$ cat config.mk
export PLATFORM = sky130hd
export DESIGN_NAME = encoder_scan
export DESIGN_NICKNAME = d
export VERILOG_FILES = /design/src/rtl/encoder_scan_pkg.sv /design/src/rtl/encoder_scan_lsb_encoder.sv /design/src/rtl/encoder_scan.sv
export SDC_FILE = /design/constraint.sdc
export NUM_CORES = 1
export LEC_CHECK = 0
export BUFFER_PORTS_ARGS = -buffer_cell sky130_fd_sc_hd__buf_2
export CELL_PAD_IN_SITES_DETAIL_PLACEMENT = 0
export CELL_PAD_IN_SITES_GLOBAL_PLACEMENT = 1
export CORE_AREA = 4 4 45 47
export CTS_CLUSTER_DIAMETER = 200
export DETAILED_ROUTE_END_ITERATION = 10
export DIE_AREA = 0 0 49 51
export PLACE_DENSITY_LB_ADDON = 0.1
export SLEW_MARGIN = 5
export SYNTH_ARGS = -nofsm -noshare
export SYNTH_HDL_FRONTEND = slang
export SYNTH_SLANG_ARGS = --single-unit
$ cat constraint.sdc
create_clock -name clk -period 4.7 [get_ports clk]
set_input_delay 0.705 -clock clk [delete_from_list [all_inputs] [get_ports clk]]
set_output_delay 0.705 -clock clk [all_outputs]
set_load 0.005 [all_outputs]
$ cat src/rtl/encoder_scan_pkg.sv
// Shared constants and types for the 8-to-3 scanning encoder.
// Optional feature macro: ENC_POPCNT_EN (adds the cnt popcount port).
package enc_pkg;

  localparam int unsigned WIDTH = 8;
  localparam int unsigned IDXW  = 3;

  typedef enum logic {
    IDLE = 1'b0,
    SCAN = 1'b1
  } state_t;

  // Number of set bits in a request vector.
  function automatic logic [IDXW:0] popcount(input logic [WIDTH-1:0] v);
    logic [IDXW:0] n;
    n = '0;
    for (int unsigned i = 0; i < WIDTH; i++) begin
      n = n + {{IDXW{1'b0}}, v[i]};
    end
    return n;
  endfunction

endpackage

$ cat src/rtl/encoder_scan_lsb_encoder.sv
// Combinational lowest-set-bit encoder: index, one-hot mask of that bit,
// and a flag that is high when the vector has exactly one bit set.
module lsb_encoder
  import enc_pkg::*;
(
  input  logic [WIDTH-1:0] vec,
  output logic [IDXW-1:0]  idx,
  output logic [WIDTH-1:0] mask,
  output logic             one_hot
);

  logic found;

  // Priority search from bit 0 upward; index is 0 for an all-zero vector.
  always_comb begin
    idx   = '0;
    found = 1'b0;
    for (int unsigned i = 0; i < WIDTH; i++) begin
      if (vec[i] && !found) begin
        idx   = IDXW'(i);
        found = 1'b1;
      end
    end
  end

  // Isolate the lowest set bit and test for a single set bit.
  always_comb begin
    mask    = vec & (~vec + WIDTH'(1));
    one_hot = (vec != '0) && ((vec & (vec - WIDTH'(1))) == '0);
  end

endmodule

$ cat src/rtl/encoder_scan.sv
// Sequential 8-to-3 scanning encoder: accepts a request vector, then emits
// the index of every set bit, lowest first, one beat per set bit.
// Optional feature macro: ENC_POPCNT_EN (cnt = popcount of accepted vector).
module encoder_scan
  import enc_pkg::*;
(
  input  logic             clk,
  input  logic             rst,
  input  logic [WIDTH-1:0] d,
  input  logic             d_valid,
  output logic             d_ready,
  output logic [IDXW-1:0]  y,
  output logic             y_valid,
  input  logic             y_ready,
  output logic             y_last,
  output logic             busy
`ifdef ENC_POPCNT_EN
  ,
  output logic [IDXW:0]    cnt
`endif
);

  state_t           state;
  state_t           state_next;
  logic [WIDTH-1:0] pend;
  logic [IDXW-1:0]  lsb_idx;
  logic [WIDTH-1:0] lsb_mask;
  logic             lsb_one;
  logic             accept_nz;
  logic             beat_done;

  lsb_encoder u_lsb (
    .vec     (pend),
    .idx     (lsb_idx),
    .mask    (lsb_mask),
    .one_hot (lsb_one)
  );

  // Handshake qualifiers shared by state, pend and cnt updates.
  always_comb begin
    accept_nz = (state == IDLE) && d_valid && (d != '0);
    beat_done = (state == SCAN) && y_ready;
  end

  // State register.
  always_ff @(posedge clk) begin
    if (rst) state <= IDLE;
    else     state <= state_next;
  end

  // Next-state logic: leave IDLE on a non-zero vector, leave SCAN on last beat.
  always_comb begin
    state_next = state;
    unique case (state)
      IDLE: if (accept_nz)           state_next = SCAN;
      SCAN: if (y_ready && lsb_one)  state_next = IDLE;
      default:                       state_next = IDLE;
    endcase
  end

  // Pending-bit register: load on accept, drop the lowest bit on each beat.
  always_ff @(posedge clk) begin
    if (rst)            pend <= '0;
    else if (accept_nz) pend <= d;
    else if (beat_done) pend <= pend & ~lsb_mask;
  end

  // Outputs decode from state and pend only.
  always_comb begin
    d_ready = (state == IDLE);
    busy    = (state == SCAN);
    y_valid = (state == SCAN);
    y       = (state == SCAN) ? lsb_idx : '0;
    y_last  = (state == SCAN) && lsb_one;
  end

`ifdef ENC_POPCNT_EN
  // Popcount captured with each non-zero vector; zero vectors leave it alone.
  always_ff @(posedge clk) begin
    if (rst)            cnt <= '0;
    else if (accept_nz) cnt <= popcount(d);
  end
`endif

endmodule

* Word level (Yosys, flattened, before mapping) *
Index checks and enable logic that the tools add are counted.

word-level totals
  bits of input ports = 12
  logic and storage cells = 54
  register bits after elaboration = 9

operators by class
  muxes and demuxes = 20
  bitwise gates (word level) = 6
  reductions and logical operators = 24
  add/subtract/negate cells = 2

operator list
  cell                   number
  $and A8 B8 Y8          3
  $mux W8                2
  $not A8 Y8             2
  $reduce_bool A8 Y1     2
  $mux W3                5
  $logic_and A1 B1 Y1    13
  $mux W1                10
  $add A8 B1 Y8 const B  1
  $logic_not A8 Y1       1
  $sub A8 B1 Y8 const B  1
  $logic_not A1 Y1       7
  $mux W2                2
  $pmux W1 S2            1
  $reduce_bool A2 Y1     1
  $not A1 Y1             1

* Logic depth before layout (Yosys ltp) *
  word-level depth = 23
  depth in mapped cells = 6

* Cells and area by module *
Synthesis repeated with hierarchy kept, for this count alone.

unflattened totals
  cells, all modules = 84
  area, all modules = 716.9 µm²

modules (own cells, without submodules)
  module        area an instance (µm²)  cells each  sequential area each (µm²)  times used
  encoder_scan  481.7                   52          180.2                       1
  lsb_encoder   235.2                   32          0.0                         1

* Worst setup path before layout *
Ideal clock, no wire load.

  path kind = reg-to-output
  start = register pend[2]
  end = output y_last
  arrival = 1.319 ns
  setup slack = 2.676 ns
  buffers on the path = 1
  required time = 3.995 ns
  stages on the path, launching flop included = 7
  cells stage by stage = dfxtp_1 clkbuf_4 nor4_2 nand4b_1 o2111ai_1 nand2b_1 and3_1

between the ends
  word-level cells in the longest chain between the ends = 5

ends and longest elaborated chain
  element                   RTL line                        RTL
  start: declaration        encoder_scan.sv:25              logic [WIDTH-1:0] pend;
  start signal: assignment  encoder_scan.sv:65              else if (beat_done) pend <= pend & ~lsb_mask;
  $sub A8 B1 Y8             encoder_scan_lsb_encoder.sv:29  one_hot = (vec != '0) && ((vec & (vec - WIDTH'(1))) == '0);
  $and A8 B8 Y8             encoder_scan_lsb_encoder.sv:29
  $logic_not A8 Y1          encoder_scan_lsb_encoder.sv:29
  $logic_and A1 B1 Y1 (*)   encoder_scan_lsb_encoder.sv:29
  $logic_and A1 B1 Y1 (*)   encoder_scan.sv:74              y_last = (state == SCAN) && lsb_one;
  end: declaration          encoder_scan.sv:15              output logic y_last,

Mark *: on every way between the ends. The rest lies on a longest branch, timed or not.

* Worst setup path in the final report *
  start = register pend[0]
  end = output y_last

The elaborated chain is that of the path after synthesis.

==> results.py <==
metrics = {
    "status": {
        "status": "finished clean",
    },
    "yosys": {
        "ys.warnings.count": 0,
        "synth_cell_types": 30,
        "ys_seq_area_frac": 0.311,
        "synth_nets": 81,
        "synth_seq_cells": 9,
        "synthCells": 69,
        "syn_area_per_cell_sq_um": 8.40,
        "synthesis.area_sq_um": 579,
    },
    "route": {
        "met1_length_microns": 654,
        "wire_per_inst_microns": 13.4,
        "via_per_inst": 5.63,
        "drtAntennaViolNets": 0,
        "highest_layer": "met4",
        "met3WireLength_microns": 81,
        "remaining_drc_errors": 0,
        "met2_length_microns": 630,
        "dr.pass1.iters": 3,
        "routed_wl_microns": 1390,
        "drt_iter0_markers": 9,
        "vias": 585,
    },
    "cts": {
        "clockBufferDepth": 2,
        "cts_tree": "yes",
        "worstSkewPairLatency_ns": 0.26,
        "cts_root_buffer": "clkbuf_4",
        "cts_hold_buf": 0,
        "postCtsSetupBuffers": 0,
        "cts_htree_levels": 1,
        "clkTransAtPathRegs_ns": 0.06,
        "numCtsBuffers": 3,
        "cts.sinks": 9,
        "cts_resized": 0,
    },
    "power_and_ir_drop": {
        "leakagePower_uw": 0.000279,
        "power_density_nw_per_um2": 303,
        "peakVddDrop_v": 0.000145,
    },
    "cells_and_area": {
        "n_antenna_cell": 0,
        "final_common_cell": "buf_2",
        "mostFrequentLayoutCells": "18 x buf_2, 9 x dfxtp_1, 6 x nor2_1, 6 x a21oi_1, 6 x nand2_1",
        "seqCellArea_sq_um": 180,
        "drive_above_1_share": 0.299,
        "nNetsFinal": 100,
        "fillerInstances": 185,
        "area_growth_pct": 17.5,
        "multi_input_area_sq_um": 352,
    },
    "sta": {
        "fin_skew_ns": 0.00329,
        "timing.final.crit_share": 0.539,
        "drv_slew": 0,
        "rsz0062_at_grt": "false",
        "whs_ns": 0.547,
        "fin_tns_setup_ns": 0,
        "slew_headroom": 0.551,
        "min_period_ns": 2.53,
        "setup_violations": 0,
        "worst_pin_slew_ns": 0.673,
        "fmax_mhz": 395,
        "hold_violations": 0,
    },
    "worst_setup_path": {
        "cp-end-kind": "output pin",
        "worstSetupPathType": "reg -> out",
        "path_cells": "nor4_2, nand4b_1, o2111ai_1, nand2b_1, and3_1, buf_2",
        "path_max_fanout": 7,
        "ff2ff_path_depth": 5,
        "cp-start-kind": "register",
        "worst_path_max_delay_cell": "nor4_2",
        "crit_arrival_ns": 1.83,
        "slowest_delay_ns": 0.52,
        "crit_required_ns": 3.99,
    },
    "grt": {
        "first_global_vias": 541,
        "grt_usage": 0.122,
        "antenna_found_initial": 0,
        "grt_max_degree": 11,
        "grt_pass1_wl_microns": 2340,
        "grt.overflow.total": 0,
    },
    "floorplanning": {
        "die_x_microns": 49,
        "rows": 15,
        "ios": 19,
        "start_util": 0.351,
        "die_y_microns": 51,
        "die_area_sq_um": 2500,
        "coreArea_sq_um": 1650,
    },
    "run": {
        "maxCapViolCount": 0,
    },
    "placement": {
        "dp_hpwl_microns": 1070,
        "gp_congestion": 0.726,
        "portBuffers": 18,
    },
    "hold_path": {
        "hp-class": "reg -> reg",
        "hold_depth": 2,
    },
}
## path summary, 6_finish.rpt
path	slack, ns	start	endpoint
setup / recovery	2.17	pend[0]$_SDFFE_PP0P_	y_last
hold / removal	0.55	pend[7]$_SDFFE_PP0P_	pend[7]$_SDFFE_PP0P_
setup reg to reg	2.96	busy$_SDFF_PP0_	pend[6]$_SDFFE_PP0P_
hold reg to reg	0.55	pend[7]$_SDFFE_PP0P_	pend[7]$_SDFFE_PP0P_
## metrics by stage
step | instance area [sq um] | worst slack [ns] | std cells | utilization | power (uW)
after floorplan | 579 | 2.68 | 69 | - | 133
after detailed placement | 654 | 2.47 | 100 | 0.396 | 149
after CTS | 681 | 2.18 | 104 | 0.412 | 211
after global placement | 654 | 2.52 | 100 | 0.396 | 149
final | 681 | 2.17 | 104 | 0.412 | 207
after global routing | 681 | 2.05 | 104 | 0.412 | 221
## critical path, delay by kind of cell (launching register included)
family,cells,cell delay (ns)
AOI/OAI and AO/OA,1,0.12
buffers and inverters,1,0.10
DFF,1,0.37
and+or+nand+nor,4,0.98
## power breakdown
group	leakage [uW]	total (uW)	switching [uW]	internal (uW)
Sequential	0.0000740	92.6	10.2	82.4
Combinational	0.000190	54.1	28.4	25.7
Clock	0.0000150	59.9	27.1	32.7
## synthesized netlist by cell type (all sizes together)
library cell  instances  area, sq um
a21oi                 6         30.0
a221oi                1         8.76
a32oi                 3         26.3
and3                  3         18.8
buf                   2         15.0
clkbuf                2         21.3
dfxtp                 9          180
inv                   3         11.3
maj3                  1         10.0
mux2i                 1         10.0
nand2                 6         22.5
nand2b                1         6.26
nand3                 1         5.00
nand4                 1         6.26
nand4b                3         26.3
nand4bb               1         11.3
nor2                  6         22.5
nor2b                 1         6.26
nor3                  4         20.0
nor4                  2         18.8
o2111ai               1         8.76
o211ai                3         22.5
o21ai                 2         21.3
o21bai                1         7.51
or3                   3         20.0
or4                   2         22.5
## cells by family (layout without fill, tap and decap cells)
logic type	after synthesis	after routing	synth area share
multiplexers	1	1	0.0173
buffers and inverters	7	25	0.0821
AO/OA/AOI/OAI	17	17	0.216
AND/OR/NAND/NOR	34	34	0.356
adder cells (fa/ha/maj)	1	1	0.0173
flip-flops	9	9	0.311
## registers in the layout, indices dropped and copies added (netlist names)
signal and flops:
busy 1, pend 8
## layer usage
layer / vias up / GRT usage
li1: 303 / -
met1: 264 / 0.136
met2: 13 / 0.189
met3: 5 / 0.0525
met4: 0 / 0.0807
met5: - / 0
## final cells by class
class,instances,share of cell area
Clock buffer,4,0.0386
Inverter,3,0.0165
Multi-Input combinational cell,53,0.517
Sequential cell,9,0.265
Tap cell,17,0.0312
Timing Repair Buffer,18,0.132
Power figures use the tool's default switching activity.
